File: src/rtl/minmax_scan_ctrl_pkg.sv
// Shared definitions for the min/max frame scanner.
//   - state_e   : sequencer state encoding (IDLE..DONE)
//   - cmp_res_t : result bundle of the shared magnitude comparator
//   - DEF_WIDTH / DEF_LEN_W : default sample and length field widths
package minmax_scan_ctrl_pkg;

  localparam int DEF_WIDTH = 4;
  localparam int DEF_LEN_W = 4;

  typedef enum logic [2:0] {
    ST_IDLE    = 3'd0,
    ST_FIRST   = 3'd1,
    ST_ACCEPT  = 3'd2,
    ST_CMP_MAX = 3'd3,
    ST_CMP_MIN = 3'd4,
    ST_DONE    = 3'd5
  } state_e;

  typedef struct packed {
    logic less;
    logic equal;
    logic greater;
  } cmp_res_t;

endpackage

File: src/rtl/minmax_scan_ctrl_mag_compare.sv
// Combinational unsigned magnitude comparator.
// Ports:
//   a, b    : WIDTH-bit unsigned operands
//   less    : a <  b
//   equal   : a == b
//   greater : a >  b
module mag_compare
  import minmax_scan_ctrl_pkg::*;
#(
  parameter int WIDTH = DEF_WIDTH
) (
  input  logic [WIDTH-1:0] a,
  input  logic [WIDTH-1:0] b,
  output logic             less,
  output logic             equal,
  output logic             greater
);

  always_comb begin
    less    = (a <  b);
    equal   = (a == b);
    greater = (a >  b);
  end

endmodule

File: src/rtl/minmax_scan_ctrl.sv
// Frame min/max scanner. Accepts len_i unsigned samples over a valid/ready
// stream and reports the maximum, minimum and the index of the first
// occurrence of each, using a single comparator shared between the max and
// min update steps.
// Ports:
//   clk, rst_n              : clock, asynchronous active-low reset
//   start_i, len_i          : start a frame of len_i samples (IDLE only)
//   in_valid_i, in_data_i   : sample stream input
//   in_ready_o              : sample accepted this cycle when valid
//   busy_o                  : sequencer not idle
//   done_o                  : one-cycle pulse, results final
//   empty_o                 : last frame had zero length, results invalid
//   max_o, min_o            : extreme values of last frame
//   max_idx_o, min_idx_o    : 0-based index of first occurrence
module minmax_scan_ctrl
  import minmax_scan_ctrl_pkg::*;
#(
  parameter int WIDTH = DEF_WIDTH,
  parameter int LEN_W = DEF_LEN_W
) (
  input  logic             clk,
  input  logic             rst_n,
  input  logic             start_i,
  input  logic [LEN_W-1:0] len_i,
  input  logic             in_valid_i,
  input  logic [WIDTH-1:0] in_data_i,
  output logic             in_ready_o,
  output logic             busy_o,
  output logic             done_o,
  output logic             empty_o,
  output logic [WIDTH-1:0] max_o,
  output logic [WIDTH-1:0] min_o,
  output logic [LEN_W-1:0] max_idx_o,
  output logic [LEN_W-1:0] min_idx_o
);

  state_e           state;
  logic [LEN_W-1:0] len_q;
  logic [LEN_W-1:0] cnt_q;
  logic [LEN_W-1:0] cnt_inc;
  logic [WIDTH-1:0] hold_q;
  logic [WIDTH-1:0] max_q;
  logic [WIDTH-1:0] min_q;
  logic [LEN_W-1:0] max_idx_q;
  logic [LEN_W-1:0] min_idx_q;
  logic             empty_q;

  logic [WIDTH-1:0] cmp_b;
  cmp_res_t         cmp;
  logic             upd_max;
  logic             upd_min;

  // The single comparator always sees the held sample on its A side; only the
  // B side is switched, selecting the running min during CMP_MIN and the
  // running max otherwise.
  always_comb begin
    cmp_b = max_q;
    if (state == ST_CMP_MIN) begin
      cmp_b = min_q;
    end
  end

  mag_compare #(
    .WIDTH (WIDTH)
  ) u_cmp (
    .a       (hold_q),
    .b       (cmp_b),
    .less    (cmp.less),
    .equal   (cmp.equal),
    .greater (cmp.greater)
  );

  // Ties never move a result, so the first occurrence keeps its index.
  always_comb begin
    upd_max = cmp.greater & ~cmp.equal;
    upd_min = cmp.less    & ~cmp.equal;
    cnt_inc = cnt_q + LEN_W'(1);
  end

  always_ff @(posedge clk or negedge rst_n) begin
    if (!rst_n) begin
      state     <= ST_IDLE;
      len_q     <= '0;
      cnt_q     <= '0;
      hold_q    <= '0;
      max_q     <= '0;
      min_q     <= '0;
      max_idx_q <= '0;
      min_idx_q <= '0;
      empty_q   <= 1'b0;
    end else begin
      case (state)
        ST_IDLE: begin
          if (start_i) begin
            if (len_i == '0) begin
              // Zero-length frame: report immediately, results flagged invalid.
              empty_q <= 1'b1;
              state   <= ST_DONE;
            end else begin
              len_q   <= len_i;
              cnt_q   <= '0;
              empty_q <= 1'b0;
              state   <= ST_FIRST;
            end
          end
        end
        ST_FIRST: begin
          if (in_valid_i) begin
            // First sample seeds both extremes without a compare.
            max_q     <= in_data_i;
            min_q     <= in_data_i;
            max_idx_q <= '0;
            min_idx_q <= '0;
            cnt_q     <= LEN_W'(1);
            state     <= (len_q == LEN_W'(1)) ? ST_DONE : ST_ACCEPT;
          end
        end
        ST_ACCEPT: begin
          if (in_valid_i) begin
            hold_q <= in_data_i;
            state  <= ST_CMP_MAX;
          end
        end
        ST_CMP_MAX: begin
          if (upd_max) begin
            max_q     <= hold_q;
            max_idx_q <= cnt_q;
          end
          state <= ST_CMP_MIN;
        end
        ST_CMP_MIN: begin
          if (upd_min) begin
            min_q     <= hold_q;
            min_idx_q <= cnt_q;
          end
          cnt_q <= cnt_inc;
          state <= (cnt_inc == len_q) ? ST_DONE : ST_ACCEPT;
        end
        ST_DONE: begin
          state <= ST_IDLE;
        end
        default: begin
          state <= ST_IDLE;
        end
      endcase
    end
  end

  always_comb begin
    in_ready_o = (state == ST_FIRST) || (state == ST_ACCEPT);
    busy_o     = (state != ST_IDLE);
    done_o     = (state == ST_DONE);
    empty_o    = empty_q;
    max_o      = max_q;
    min_o      = min_q;
    max_idx_o  = max_idx_q;
    min_idx_o  = min_idx_q;
  end

endmodule
File: config.mk
export PLATFORM = sky130hd
export DESIGN_NAME = minmax_scan_ctrl
export DESIGN_NICKNAME = d
export VERILOG_FILES = /design/src/rtl/minmax_scan_ctrl_pkg.sv /design/src/rtl/minmax_scan_ctrl_mag_compare.sv /design/src/rtl/minmax_scan_ctrl.sv
export SDC_FILE = /design/constraint.sdc
export NUM_CORES = 1
export LEC_CHECK = 0
export BUFFER_PORTS_ARGS = -buffer_cell sky130_fd_sc_hd__buf_2
export CORE_MARGIN = 4
export CORE_UTILIZATION = 55
export CTS_CLUSTER_DIAMETER = 200
export DETAILED_ROUTE_END_ITERATION = 12
export PLACE_DENSITY = 0.79
export SYNTH_ARGS = -nofsm -noshare
export SYNTH_HDL_FRONTEND = slang
export SYNTH_SLANG_ARGS = --single-unit
export TNS_END_PERCENT = 5
File: constraint.sdc
create_clock -name clk -period 3.2 [get_ports clk]
set_input_delay 0.16 -clock clk [delete_from_list [all_inputs] [get_ports clk]]
set_output_delay 0.16 -clock clk [all_outputs]
set_load 0.01 [all_outputs]
Word-level counts from Yosys, hierarchy flattened
Index checks and enable logic that the tools add are counted.
{"block": "totals", "reg_bits": 32, "output_inout_bits": 20}
{"block": "classes", "muxes": 23, "n_lt_le_gt_ge": 2, "bitwise_logic": 4, "n_reduce_logical": 14, "addsub": 1, "n_eq_ne": 14}
{"operator": "2-to-1 mux 4 bit", "n": 10}
{"operator": "case mux 4 bit (2 select lines)", "n": 4}
{"operator": "2-to-1 mux 3 bit", "n": 6}
{"operator": "case mux 3 bit (5 select lines)", "n": 1}
{"operator": "!= test 2 bit, second input constant", "n": 6}
{"operator": "case mux 4 bit (3 select lines)", "n": 1}
{"operator": "AND reduction 3 bit", "n": 4}
{"operator": "== test 4 bit", "n": 2}
{"operator": "== test 3 x 2 -> 1 bit, second input constant", "n": 2}
{"operator": "== test 3 bit, second input constant", "n": 2}
{"operator": "nonzero test 3 bit", "n": 2}
{"operator": "adder 4 x 1 -> 4 bit, second input constant", "n": 1}
{"operator": "== test 4 x 1 -> 1 bit, second input constant", "n": 1}
{"operator": "greater-than comparator 4 bit", "n": 1}
{"operator": "zero test 4 bit", "n": 1}
{"operator": "< comparator 4 bit", "n": 1}
{"operator": "AND reduction 2 bit", "n": 2}
{"operator": "AND reduction 4 bit", "n": 1}
{"operator": "nonzero test 2 bit", "n": 2}
{"operator": "== test 3 x 1 -> 1 bit, second input constant", "n": 1}
{"operator": "zero test 3 bit", "n": 1}
{"operator": "AND 1 bit", "n": 2}
{"operator": "inverter 1 bit", "n": 2}
{"operator": "logical OR 1 bit", "n": 1}
{"operator": "2-to-1 mux 1 bit", "n": 1}

Longest topological paths before layout
{"block": "logic_depth", "word_depth": 7, "mapped_depth": 11}

Modules after synthesis
A second synthesis with hierarchy kept.
{"block": "unflattened", "hier_cells": 177, "area_unflattened_um2": 1826.8}
{"module": "minmax_scan_ctrl", "n_inst": 1, "area_per_inst_um2": 1697.9, "cells_per_inst": 161}
{"module": "mag_compare", "n_inst": 1, "area_per_inst_um2": 128.9, "cells_per_inst": 16}

Least setup slack after synthesis
OpenSTA, ideal clock, no wires.
{"block": "synth_timing", "kind": "register -> register", "startpoint": "register state[0]", "endpoint": "register min_q[0] (netlist: min_o[0])", "stages_incl_launch_ff": 9, "setup_ns": 0.123, "synth_period_minus_slack_ns": 2.379, "arrival_time_ns": 2.256, "slack_ns": 0.821, "path_cell_list": "dfrtp_1 buf_6 nor3b_4 mux2i_1 ha_1 nor2b_1 o211ai_1 nand3_4 o221a_2"}
{"block": "synth_between", "elab_chain_len": 7, "word_cells_on_any_way": 12, "cone_classes": "1 x order compare; 5 x eq/ne; 2 x mux; 2 x bitwise; 2 x reduce/logical"}
{"item": "start: declaration", "line_no": "minmax_scan_ctrl.sv:37", "rtl": "state_e state;"}
{"item": "start signal: assignment", "line_no": "minmax_scan_ctrl.sv:115", "rtl": "state <= (len_q == LEN_W'(1)) ? ST_DONE : ST_ACCEPT;"}
{"item": "start signal: assignment", "line_no": "minmax_scan_ctrl.sv:137", "rtl": "state <= (cnt_inc == len_q) ? ST_DONE : ST_ACCEPT;"}
{"item": "parallel branches: the longest is 7 deep, another holds < comparator 4 bit"}
{"item": "end signal: assignment", "line_no": "minmax_scan_ctrl.sv:111", "rtl": "min_q <= in_data_i;"}
{"item": "end signal: assignment", "line_no": "minmax_scan_ctrl.sv:133", "rtl": "min_q <= hold_q;"}
{"item": "end: declaration", "line_no": "minmax_scan_ctrl.sv:43", "rtl": "logic [WIDTH-1:0] min_q;"}
Several ways; the timed one is not identified.
A chain may end at the register's enable or synchronous reset.

Worst setup path in the final report
{"block": "layout_timing", "startpoint": "register state[2]", "endpoint": "register min_q[1] (netlist: min_o[1])"}
The elaborated chain is that of the path after synthesis.

==> flow_summary.ini <==
[status]
status = finished clean

[timing]
hold_viol = 0
fin_crit_sh_pct = 91.1
grt_setup_unrepaired = false
final.min_clock_period_ps = 2920
clock_skew_ps = 7.96
hold_slack_ps = 50.1
fmax_ghz = 0.343
slew_violations = 0
fin_ws_ps = 284
maxSlewHeadroom_pct = 52.9
worstMarginPinSlew_ps = 707
setup_viol = 0
fin_tns_setup_ps = 0

[critical_path]
cp_slowest_cell = dfrtp_1
worst_setup_path_end_kind = flop
crit_arrival_ps = 3140
reg2reg_from = state[2]
worstPathCellList = nor3b_4, mux2i_1, ha_1, nor2b_1, o211ai_1, nand3_4, o221a_2
reg2reg_depth = 7
critical_path_class = reg -> reg
cp.required_ps = 3420
timing.rr.end = min_o[1]
slowest_delay_ps = 640
rrSetupSlack_ps = 280
worstPathMaxFanout = 15
cp-start-kind = flop

[cells_and_area]
final_util_pct = 66.7
drive_above_1_share_pct = 32.5
final_cell_mix = dfrtp_1 (32), buf_2 (31), nand2_1 (17)
syn_to_final_growth_pct = 14.5
multiInputGateArea_um2 = 941
diodes = 0
nFillCells = 254
register_area_um2 = 801
final_nets = 220
instances_no_fill = 247
layout_commonest_cell = dfrtp_1

[detailed_routing]
ant_nets = 0
dr.pass1.iters = 4
routedWlPerCell_um = 16.0
drcViolationCount = 0
drt-total-wl_um = 3960
vias = 1408
viasPerCell = 5.70
drt_iter0_drc = 124

[placed_design]
pre_cts_ws_ps = 379
dp.cells = 239
hpwl_um = 2870
io_buffers = 31
gp_congestion = 0.827

[yosys]
synth_top_area_share_pct = 44.3
async_flop_share_pct = 100
yosys_warnings = 0
syn_area_um2 = 1810
synth_fp_nets = 185
syn-mean-instance-area_um2 = 10.8
ys_seq_elements = 32
synthTopCellsByArea = dfrtp_1 (44%), mux2_2 (7.5%), mux2i_1 (6.1%)
synth_top_cell_by_area = dfrtp_1
synth_cells = 168
synth-main-ff-cell = dfrtp_1
synth_edf_count = 0
seq_area_frac_synth_pct = 44.3
ys_types = 42

[global_route]
grt_pass1_vias = 1394
groute.usage.overall_pct = 20.8
grt_antenna_before_repair = 0
grt_pass1_wl_um = 6760
grt_overflow = 0
grt_max_degree = 33

[clock_network]
cts_htree_levels = 2
cts_tree = yes
cts_resized = 0
cts_root_buf = clkbuf_4
clk_path_buf_depth = 2
clk_pin_slew_worst_paths_ps = 100
clk_latency_ps = 340
clock-sinks = 32
cts_buffers = 5
post-cts-setup-buffer-count = 0

[floorplan]
ios = 32
die_y_um = 65.3
core_um2 = 3100
row_count = 20
die_x_um = 65.3
dieArea_um2 = 4270
initial_core_util_pct = 58.2

[min_path]
whs_path_depth = 3
hold_end = hold_q[0]
hold_class = in -> reg
hold_path.startpoint = in_data_i[0]

[power_and_ir_drop]
leakagePower_nw = 0.948
power_density_nw_per_um2 = 960
irDropWorstVdd_v = 0.000418

[flow_run]
cap_viol_max_count = 0
[flip-flops by register name (all words and copies together) (netlist names)]
signal     flops
cnt_q          4
empty_o        1
hold_q         4
len_q          4
max_idx_o      4
max_o          4
min_idx_o      4
min_o          4
state          3
[routing by layer]
| layer | wire [µm] | GRT usage [%] | vias to the layer above |
|---|---|---|---|
| met5 | 0 | 0 | - |
| met3 | 220 | 4.10 | 7 |
| met4 | 61 | 7.51 | 0 |
| met1 | 1720 | 27.6 | 683 |
| met2 | 1960 | 33.6 | 45 |
| li1 | - | - | 673 |
[synthesized netlist by cell type, drive strengths merged (2+ instances only)]
cell type,n
mux2i,11
nand4,3
nand3,2
nand2b,7
nor3b,2
o22ai,2
o221a,4
ha,5
nor3,3
and2,3
nor2b,4
a211oi,2
buf,4
dfrtp,32
xnor2,6
nor2,10
a22o,3
nand2,17
inv,7
o21ai,5
a21oi,9
mux2,13
clkbuf,2
[metrics by stage]
stage	power (mW)	area [µm²]
final	1.99	2070
after global routing	2.14	2070
after CTS	1.99	2070
after detailed placement	1.72	1990
after global placement	1.67	1990
after floorplan	1.46	1810
[final cells by class]
type / count / share of cell area [%]
multi-input combinational: 123 / 45.5
tap: 44 / 2.66
sequential: 32 / 38.7
clock buffer: 7 / 3.15
timing repair buffer: 34 / 8.71
inverter: 7 / 1.27
[worst max-delay path, delay by kind of cell (launching register included)]
kind	cells	cell delay, ps
and+or+nand+nor	3	880
adders and majority gates	1	260
DFF	1	640
AOI/OAI and AO/OA	2	780
muxes	1	250
[logic make-up after synthesis]
kind of cell | share of synthesized area [%]
XOR/XNOR | 3.39
adder cells (fa/ha/maj) | 3.46
AND/OR/NAND/NOR | 17.5
multiplexers | 14.4
buffers and inverters | 3.60
AO/OA/AOI/OAI | 13.3
flip-flops | 44.3
[power by group]
group,switching [mW],total [mW],internal (mW)
clock,0.134,0.259,0.124
combinational,0.538,1.02,0.481
sequential,0.150,0.709,0.559
total,0.822,1.99,1.16
[worst max path at each step]
stage / start / to
final: state[2] / min_o[1]
after global routing: state[2] / min_o[2]
after CTS: state[2] / min_o[1]
after detailed placement: state[2] / min_o[1]
after global placement: state[2] / min_o[3]
after floorplan: state[0] / min_o[0]
[repair_timing]
item                                    in CTS  in global routing
hold buffers                                 1                  0
endpoints found under the setup margin       0                  0
hold endpoints to repair                    32                  0
Note: power is estimated with default switching activity, not from simulation.
